**src/rtl/bloke2_hash_arb.sv**
```systemverilog
`default_nettype none
// ============================================================================
// bloke2_hash_arb : round-robin job scheduler in front of the BLAKE2 data
// manager / hash core, with result watchdog and digest-length checker.
// Rev 1.0
// ============================================================================
module bloke2_hash_arb #(
  parameter int N       = 4,
  parameter int W       = 32,
  parameter int TIMEOUT = 4096
) (
  input  logic           clk_i,
  input  logic           rst_ni,
  input  logic [N-1:0]   req_i,
  input  logic [N*8-1:0] req_data_i,
  input  logic [N-1:0]   req_dv_i,
  input  logic [N-1:0]   req_last_i,
  output logic [N-1:0]   req_rdy_o,
  output logic [N-1:0]   gnt_o,
  output logic [7:0]     out_data_o,
  output logic [N-1:0]   out_dv_o,
  output logic [N-1:0]   out_end_o,
  output logic           dm_start_o,
  output logic [7:0]     dm_data_o,
  output logic           dm_dv_o,
  output logic           dm_finish_o,
  input  logic           dm_drdy_i,
  input  logic [7:0]     res_data_i,
  input  logic           res_dv_i,
  input  logic           res_end_i,
  output logic           busy_o,
  output logic           err_timeout_o,
  output logic           err_len_o
);

  localparam int c_iw = (N > 1) ? $clog2(N) : 1;
  localparam int c_sw = c_iw + 1;
  localparam int c_tw = (TIMEOUT > 1) ? $clog2(TIMEOUT) : 1;
  localparam int c_cw = $clog2(W + 1) + 1;

  typedef enum logic [2:0] {
    S_IDLE   = 3'd0,
    S_START  = 3'd1,
    S_STREAM = 3'd2,
    S_FINISH = 3'd3,
    S_WAIT   = 3'd4
  } state_t;

  state_t            state_q, state_d;
  logic [N-1:0]      gnt_q, gnt_d;
  logic [c_iw-1:0]   rr_ptr_q, rr_ptr_d;
  logic [c_tw-1:0]   wd_cnt_q, wd_cnt_d;
  logic [c_cw-1:0]   dig_cnt_q, dig_cnt_d;

  logic [c_iw-1:0]   w_g_idx;
  logic [c_iw-1:0]   w_rr_next;
  logic [c_iw-1:0]   w_pick_idx;
  logic              w_pick_vld;
  logic [c_sw-1:0]   w_cand;
  logic [7:0]        w_sel_data;

  always_comb begin
    w_g_idx = '0;
    for (int i = 0; i < N; i++) begin
      if (gnt_q[i]) w_g_idx = c_iw'(i);
    end
  end

  // First requester at or after rr_ptr, wrapping cyclically.
  always_comb begin
    w_pick_vld = 1'b0;
    w_pick_idx = '0;
    w_cand     = '0;
    for (int i = 0; i < N; i++) begin
      w_cand = {1'b0, rr_ptr_q} + c_sw'(i);
      if (w_cand >= c_sw'(N)) w_cand = w_cand - c_sw'(N);
      if (!w_pick_vld && req_i[w_cand[c_iw-1:0]]) begin
        w_pick_vld = 1'b1;
        w_pick_idx = w_cand[c_iw-1:0];
      end
    end
  end

  assign w_rr_next  = (w_g_idx == c_iw'(N - 1)) ? '0 : w_g_idx + c_iw'(1);
  assign w_sel_data = req_data_i[w_g_idx*8 +: 8];
  assign gnt_o      = gnt_q;
  assign busy_o     = (state_q != S_IDLE);

  always_ff @(posedge clk_i or negedge rst_ni) begin
    if (!rst_ni) begin
      state_q   <= S_IDLE;
      gnt_q     <= '0;
      rr_ptr_q  <= '0;
      wd_cnt_q  <= '0;
      dig_cnt_q <= '0;
    end else begin
      state_q   <= state_d;
      gnt_q     <= gnt_d;
      rr_ptr_q  <= rr_ptr_d;
      wd_cnt_q  <= wd_cnt_d;
      dig_cnt_q <= dig_cnt_d;
    end
  end

  always_comb begin
    state_d       = state_q;
    gnt_d         = gnt_q;
    rr_ptr_d      = rr_ptr_q;
    wd_cnt_d      = wd_cnt_q;
    dig_cnt_d     = dig_cnt_q;
    req_rdy_o     = '0;
    out_data_o    = '0;
    out_dv_o      = '0;
    out_end_o     = '0;
    dm_start_o    = 1'b0;
    dm_data_o     = '0;
    dm_dv_o       = 1'b0;
    dm_finish_o   = 1'b0;
    err_timeout_o = 1'b0;
    err_len_o     = 1'b0;

    unique case (state_q)
      S_IDLE: begin
        if (w_pick_vld) begin
          gnt_d             = '0;
          gnt_d[w_pick_idx] = 1'b1;
          state_d           = S_START;
        end
      end
      S_START: begin
        dm_start_o = 1'b1;
        state_d    = S_STREAM;
      end
      S_STREAM: begin
        req_rdy_o = gnt_q & {N{dm_drdy_i}};
        dm_data_o = w_sel_data;
        dm_dv_o   = req_dv_i[w_g_idx] & dm_drdy_i;
        // A last flag without a byte closes an empty message.
        if (req_last_i[w_g_idx] && (!req_dv_i[w_g_idx] || dm_drdy_i)) begin
          dm_finish_o = 1'b1;
          state_d     = S_FINISH;
        end
      end
      S_FINISH: begin
        dm_finish_o = 1'b1;
        wd_cnt_d    = '0;
        dig_cnt_d   = '0;
        state_d     = S_WAIT;
      end
      S_WAIT: begin
        dm_finish_o = 1'b1;
        out_data_o  = res_data_i;
        out_dv_o    = gnt_q & {N{res_dv_i}};
        out_end_o   = gnt_q & {N{res_end_i}};
        if (res_dv_i) begin
          wd_cnt_d = '0;
          if (dig_cnt_q != '1) dig_cnt_d = dig_cnt_q + c_cw'(1);
          if (res_end_i) begin
            err_len_o = (dig_cnt_q != c_cw'(W - 1));
            rr_ptr_d  = w_rr_next;
            gnt_d     = '0;
            state_d   = S_IDLE;
          end
        end else if (wd_cnt_q == c_tw'(TIMEOUT - 1)) begin
          // Abort: re-pulse start so the data manager drops the stalled job.
          err_timeout_o = 1'b1;
          dm_start_o    = 1'b1;
          rr_ptr_d      = w_rr_next;
          gnt_d         = '0;
          state_d       = S_IDLE;
        end else begin
          wd_cnt_d = wd_cnt_q + c_tw'(1);
        end
      end
      default: begin
        state_d = S_IDLE;
        gnt_d   = '0;
      end
    endcase
  end

endmodule
`default_nettype wire
```
**config.mk**
```make
export PLATFORM = sky130hd
export DESIGN_NAME = bloke2_hash_arb
export DESIGN_NICKNAME = d
export VERILOG_FILES = /design/src/rtl/bloke2_hash_arb.sv
export SDC_FILE = /design/constraint.sdc
export NUM_CORES = 1
export LEC_CHECK = 0
export BUFFER_PORTS_ARGS = -buffer_cell sky130_fd_sc_hd__buf_2
export CAP_MARGIN = 20
export CORE_MARGIN = 8
export CORE_UTILIZATION = 47
export CTS_CLUSTER_SIZE = 8
export DETAILED_ROUTE_END_ITERATION = 8
export GPL_ROUTABILITY_DRIVEN = 0
export PLACE_DENSITY = 0.82
export REMOVE_ABC_BUFFERS = 1
export SYNTH_ARGS = -nofsm -noshare
export SYNTH_HDL_FRONTEND = slang
export SYNTH_SLANG_ARGS = --single-unit
export TNS_END_PERCENT = 30
```
**constraint.sdc**
```tcl
create_clock -name clk_i -period 1.95 [get_ports clk_i]
set_clock_uncertainty 0.05 [all_clocks]
set_input_delay 0.2925 -clock clk_i [delete_from_list [all_inputs] [get_ports clk_i]]
set_output_delay 0.2925 -clock clk_i [all_outputs]
set_load 0.03 [all_outputs]
```
==> metrics.yaml, run 1 <==
global_routing:
  use_met1_pct: 24.1
  met2_usage_pct: 33.3
  top_usage_layer: "met2"
  grt_max_degree: 29
  first_global_vias: 2232
  use_met3_pct: 3.66
  grt_pass1_wl_um: 10600
  grt-ovfl-total: 0
  antenna_found_initial: 0
  track_usage_pct: 19.5
clocking:
  cts_root_buf: "clkbuf_8"
  cts_sinks: 28
  htree_levels: 1
  cts_tree: "built"
  clk_latency_ns: 0.28
  cts_buffer_depth: 2
  clk_pin_slew_ns: 0.10
  cts_made_buffers: 3
status:
  failed_checks: "setup timing"
  status: "complete, but fails checks"
place:
  io_buffer_count: 94
  dpl.hpwl_um: 4960
synth:
  async_flop_share_pct: 100
  synthAdderAreaFrac_pct: 1.19
  ys_types: 53
  synth-xor-area-share_pct: 3.76
  synthCells: 257
  synth_enable_flop_cells: 0
  ys_seq_area_share_pct: 33.4
  ys_seq_elements: 28
  ys_warn_count: 0
  synth-compound-area-share_pct: 20.2
  synth.area.mux_share_pct: 7.22
  synth_top_family_by_area: "simple AND/OR/NAND/NOR gates"
  synth_ff_type: "dfrtp_1"
  synth_area_per_cell_um2: 8.16
  synth-simple-area-share_pct: 29.1
  syn_area_um2: 2100
power:
  pwr-share-clk_pct: 14.5
  p_comb_share_pct: 60.1
  vdd_drop_max_mv: 0.501
  power.switching_uw: 1520
  report.power.total_uw: 3220
  p_leak_uw: 0.00155
  p_int_uw: 1700
  pwr-share-seq_pct: 25.4
  powerDensity_nw_per_um2: 1060
  switching_share_pct: 47.2
routing:
  finalWirelength_um: 7410
  dr_total_vias: 2454
  first_iter_violations: 220
  avgViaCountPerCell: 5.72
  firstDrtPassIters: 5
  drc_errors: 0
  wl_per_cell_um: 17.3
  drtAntennaViolNets: 0
final_layout:
  areaGrowthSynthToFinish_pct: 45.7
  drive_gt1_share_pct: 41.1
  antenna_cells: 0
  fillers: 320
  final-seq-area_um2: 704
  final_util_pct: 70.7
  nets: 437
  multi_input_area_um2: 1370
timing:
  post-route-min-period_ns: 2.16
  setup_viol: 13
  clock.fmax_ghz: 0.463
  hold_ws_ns: 0.383
  fin_ws_ns: -0.209
  worstMarginPinSlew_ns: 0.634
  finalHoldViolations: 0
  drv_slew: 0
  min_period_over_period_pct: 111
  grt_setup_unrepaired: "true"
  maxSlewHeadroom_pct: 57.8
floorplan:
  core_area_um2: 4320
  start_util_pct: 48.5
  num_io_pins: 95
  die_w_um: 82.8
  core.rowCount: 24
  fp.dieArea_um2: 6860
  die-height_um: 82.8
worst_setup_path:
  cp-end-kind: "output port"
  start_kind: "flip-flop"
  critPathKind: "flip-flop to output port"
  ff2ff_setup_slack_ns: -0.03
  path_cells: "mux2_4, o211ai_1, a22oi_2, o21ai_1, nand2_1, buf_6"
  critPathMaxFanout: 4
  arrival_ns: 1.82
  r2r-start: "wd_cnt_q[6]"
  max_stage_delay_ns: 0.47
  worstSetupEndpoint: "dm_finish_o"
  reg2reg_to: "wd_cnt_q[4]"
  cp_slowest_cell: "dfrtp_2"
  startpoint: "gnt_o[1]"
  required_ns: 1.61
  reg2reg_depth: 7
run:
  cap_violations: 0
hold_path:
  holdCritPathClass: "input pin to flip-flop"
-- registers in the layout, indices dropped and copies added, names as in the netlist --
signal and cells:
rr_ptr_q 2, gnt_o 4, state_q 3, dig_cnt_q 7
wd_cnt_q 12
-- routing by layer --
layer | up-vias | wire length, µm
li1 | 1156 | -
met1 | 1173 | 2910
met2 | 105 | 3770
met3 | 20 | 534
met4 | 0 | 192
met5 | - | 0
-- cells by family (layout without fill, tap and decap cells) --
| logic type | after synthesis | in the layout |
|---|---|---|
| simple gates | 114 | 114 |
| compound gates | 64 | 64 |
| buf+inv | 25 | 145 |
| xor+xnor | 9 | 9 |
| flops | 28 | 28 |
| mux | 15 | 15 |
| fa+ha+maj | 2 | 2 |
-- power groups by stage --
stage                     logic (µW)  clock network, µW  registers, µW
after global placement          1720                  0            801
after detailed placement        1750                  0            806
after global routing            2080                495            834
after CTS                       1820                465            803
after floorplan                 1020                  0            932
final                           1940                466            819
-- cell usage after synthesis, drive strengths merged (2+ instances only) --
cell    number  share of area (%)
xnor2        9                3.8
o31ai        3                1.3
nand3        7                1.7
dfrtp       28                 33
nand4        4                1.5
o21ai       21                5.2
nor3         6                1.4
a211oi       7                2.7
o211ai       2               0.72
nor2        24                4.3
a21oi       18                4.8
or3          4                1.4
and3        10                3.0
a32o         2               0.95
and2        19                5.7
clkbuf       8                1.4
inv         12                2.1
buf          5                1.6
nand2       27                4.8
ha           2                1.2
nor3b        2                1.3
a31oi        2               0.60
mux2i       14                6.7
nor2b        3                1.0
nand2b       2               0.60
-- cells in the final DEF (no fill, tap or decap), drive strengths merged, types with 2 or more instances in the layout --
cell      n
and2     19
buf     124
a31oi     2
inv      12
clkbuf    7
nor2     24
nand2b    2
or3       4
dfrtp    28
o21ai    21
mux2i    14
o211ai    2
ha        2
a211oi    7
nand2    27
o31ai     3
xnor2     9
nor3b     2
nand4     4
nor3      6
nor2b     3
and3     10
nand3     7
a21oi    18
a32o      2
-- critical path, delay by kind of cell, from the launching register on --
kind | cells | cell delay (ns)
muxes | 1 | 0.31
AOI/OAI and AO/OA | 3 | 0.47
buffers and inverters | 1 | 0.16
DFF | 1 | 0.47
and+or+nand+nor | 1 | 0.10
-- per-stage QoR --
stage	cells	worst slack (ns)	setup TNS (ns)	cell area, µm²
floorplan	244	-0.196	-0.251	2030
global placement	406	0.123	0	2690
detailed placement	406	0.0574	0	2690
CTS	420	-0.128	-0.554	2880
global route	429	-0.298	-2.89	3060
finish	429	-0.209	-0.779	3060
-- worst min-delay path by stage --
| stage | start | to | slack [ns] | depth (start not counted) |
|---|---|---|---|---|
| floorplan | rst_ni | dig_cnt_q[0] | -0.05 | 0 |
| global placement | rst_ni | wd_cnt_q[3] | 0.29 | 1 |
| detailed placement | rst_ni | wd_cnt_q[3] | 0.30 | 1 |
| CTS | res_dv_i | wd_cnt_q[0] | 0.33 | 3 |
| global route | res_dv_i | wd_cnt_q[0] | 0.39 | 3 |
| finish | res_dv_i | wd_cnt_q[0] | 0.38 | 3 |
-- what timing repair did --
| item | 4_1_cts | 5_1_grt |
|---|---|---|
| gates cloned | 0 | 0 |
| endpoints found under the setup margin | 33 | 40 |
| pin swaps | 9 | 10 |
| buffers inserted | 9 | 9 |
| hold endpoints to repair | 28 | 0 |
| gates resized for setup | 16 | 28 |
| hold buffers | 1 | 0 |
-- cell type report --
type / count / area share (%)
clock inverter: 1 / 0.983
sequential: 28 / 23.1
inverter: 12 / 1.47
multi-input combinational: 204 / 44.9
clock buffer: 3 / 1.35
tap: 52 / 2.13
timing repair buffer: 129 / 26.1
Power figures use the tool's default switching activity.
==> run 2, diff against run 1 <==
--- a/config.mk
+++ b/config.mk
@@ -5,14 +5,15 @@
 export SDC_FILE = /design/constraint.sdc
 export NUM_CORES = 1
 export LEC_CHECK = 0
+export ABC_AREA = 1
 export BUFFER_PORTS_ARGS = -buffer_cell sky130_fd_sc_hd__buf_2
 export CAP_MARGIN = 20
 export CORE_MARGIN = 8
-export CORE_UTILIZATION = 47
+export CORE_UTILIZATION = 50
 export CTS_CLUSTER_SIZE = 8
 export DETAILED_ROUTE_END_ITERATION = 8
 export GPL_ROUTABILITY_DRIVEN = 0
-export PLACE_DENSITY = 0.82
+export PLACE_DENSITY = 0.84
 export REMOVE_ABC_BUFFERS = 1
 export SYNTH_ARGS = -nofsm -noshare
 export SYNTH_HDL_FRONTEND = slang
==> run 2 against run 1 <==
  * The run still ends with setup timing left
  * Setup slack better by 0.17 ns
  * Global-route usage about the same
  * Cell count up 29%
  * Die area up 7.3%
  * Critical path type unchanged
==> metrics.yaml, run 2 <==
clocking:
  cts_buffer_depth: 2
  cts_sinks: 28
  cts_tree: "built"
  clk_pin_slew_ns: 0.09
  cts_root_buf: "clkbuf_8"
  clk_latency_ns: 0.27
  cts_made_buffers: 3
  htree_levels: 1
global_routing:
  track_usage_pct: 19.5
  top_usage_layer: "met2"
  grt_max_degree: 29
  use_met1_pct: 21.0
  grt_pass1_wl_um: 12000
  use_met3_pct: 5.06
  antenna_found_initial: 0
  met2_usage_pct: 36.0
  first_global_vias: 2695
  grt-ovfl-total: 0
worst_setup_path:
  arrival_ns: 1.64
  r2r-start: "wd_cnt_q[1]"
  critPathKind: "flip-flop to output port"
  start_kind: "flip-flop"
  required_ns: 1.61
  startpoint: "gnt_o[3]"
  max_stage_delay_ns: 0.41
  cp_slowest_cell: "dfrtp_1"
  cp-end-kind: "output port"
  critPathMaxFanout: 6
  cp_common_cell: "buf_6"
  path_cells: "buf_6, nor2_4, inv_4, buf_6, nor2_1, o21ai_0, a21oi_1, buf_4"
routing:
  drc_errors: 0
  finalWirelength_um: 7410
  drtAntennaViolNets: 0
  avgViaCountPerCell: 5.09
  wl_per_cell_um: 13.3
  dr_total_vias: 2825
  firstDrtPassIters: 5
  first_iter_violations: 169
place:
  place_ws_ns: 0.132
  io_buffer_count: 94
  place_area_um2: 3000
  dpl.hpwl_um: 5770
timing:
  worstMarginPinSlew_ns: 0.639
  drv_slew: 0
  post-route-min-period_ns: 1.99
  maxSlewHeadroom_pct: 57.4
  min_period_over_period_pct: 102
  clock.fmax_ghz: 0.504
  grt_setup_unrepaired: "true"
  fin_ws_ns: -0.0350
  finalHoldViolations: 0
  hold_ws_ns: 0.336
  setup_viol: 2
synth:
  syn_area_um2: 2430
  synth_ff_type: "dfrtp_1"
  synthCells: 380
  yosysMostFrequentCell: "nand2_1"
  ys_seq_elements: 28
  synth_top_cell_area_share_pct: 28.8
  ys_seq_area_share_pct: 28.8
  ys_top_cells_by_area: "dfrtp_1 (29%), nand2_1 (13%), nor2_1 (12%), inv_1 (6.8%), o21ai_0 (5.1%)"
  ys_types: 36
  async_flop_share_pct: 100
  yosysTopAreaCell: "dfrtp_1"
  synth_area_per_cell_um2: 6.40
  ys_warn_count: 0
  synthTopCellsByCount: "nand2_1 (83), nor2_1 (76), inv_1 (44)"
  synth_enable_flop_cells: 0
final_layout:
  final_cell_mix: "buf_2 (79), nand2_1 (76), nor2_1 (70)"
  fin_area_um2: 3290
  final_common_cell: "buf_2"
  antenna_cells: 0
  top_register: "wd_cnt_q"
  nets: 549
  areaGrowthSynthToFinish_pct: 35.1
  largest_reg_flops: 12
  drive_gt1_share_pct: 40.4
floorplan:
  fp.dieArea_um2: 7360
  core_area_um2: 4720
  die_w_um: 85.8
  start_util_pct: 51.5
  num_io_pins: 95
  die-height_um: 85.8
  core.rowCount: 25
power:
  powerDensity_nw_per_um2: 1200
  p_leak_uw: 0.00181
  report.power.total_uw: 3940
  vdd_drop_max_mv: 0.626
run:
  cap_violations: 0
status:
  failed_checks: "setup timing"
  status: "complete, but fails checks"
hold_path:
  hold_path.startpoint: "res_dv_i"
  holdCritPathClass: "input pin to flip-flop"
-- run 2: cell count changes in the layout (fill, tap and decap cells not counted), sizes merged, moves of 12 or more --
cell,previous run,this run
mux2i,14,1
o21ai,21,33
and2,19,0
inv,12,60
nor2,24,85
nand2,27,100
nand3,7,29
buf,124,108
-- run 2: metrics by stage --
stage          TNS, ns  std cells  util (%)
6_report       -0.0453        555      69.6
5_1_grt          -1.02        555      69.6
3_5_place_dp         0        542      63.5
4_1_cts         -0.208        552      66.8
2_1_floorplan    -2.21        374         -
3_3_place_gp         0        542      63.5
-- run 2: cell type report --
type	count	area, µm²
Tap cell	67	83.8
Multi-Input combinational cell	285	1540
Sequential cell	28	702
Timing Repair Buffer	111	661
Fill cell	375	1440
Clock buffer	3	41.3
Inverter	61	255
-- run 2: logic make-up (layout without fill, tap and decap cells) --
logic type / Yosys count / after routing / share of synthesized area (%)
xor gates and xnor gates: 3 / 3 / 1.08
and+or+nand+nor: 222 / 222 / 44.4
DFF: 28 / 28 / 28.8
AOI/OAI and AO/OA: 57 / 57 / 13.0
muxes: 1 / 1 / 0.411
adders and majority gates: 2 / 2 / 1.03
buffers and inverters: 67 / 175 / 11.4
-- run 2: path summary, 6_finish.rpt --
kind / to / cells past startpoint / slack [ns]
setup / recovery: dm_data_o[3] / 8 / -0.04
hold / removal: wd_cnt_q[4] / 2 / 0.34
setup reg to reg: wd_cnt_q[8] / 11 / 0.13
hold reg to reg: dig_cnt_q[4] / 2 / 0.47
max in group asynchronous: gnt_o[2] / 2 / 0.88
min in group asynchronous: dig_cnt_q[5] / 2 / 0.53
-- run 2: report_power, final --
| group | internal, µW | total (µW) | switching, µW | leakage, µW |
|---|---|---|---|---|
| clock | 139 | 305 | 166 | 0.0000216 |
| sequential | 673 | 800 | 126 | 0.000377 |
| combinational | 1010 | 2830 | 1820 | 0.00141 |
| total | 1820 | 3940 | 2110 | 0.00181 |
-- run 2: repair_timing --
action                     CTS  global route
hold buffers                 1             0
pin swaps                    7            12
resized for setup           25            37
setup endpoints to repair   13            25
buffers inserted             6             3
gates cloned                 0             0
hold endpoints to repair     9             0
-- run 2: critical path, delay by kind of cell, from the launching register on --
family	cells	cell delay, ns
buffers and inverters	4	0.52
and+or+nand+nor	2	0.21
AOI/OAI and AO/OA	2	0.23
DFF	1	0.41
-- run 2: layer usage --
| metal | wire length, µm | vias up |
|---|---|---|
| li1 | - | 1409 |
| met1 | 2930 | 1305 |
| met2 | 3760 | 102 |
| met3 | 653 | 9 |
| met4 | 65 | 0 |
| met5 | 0 | - |
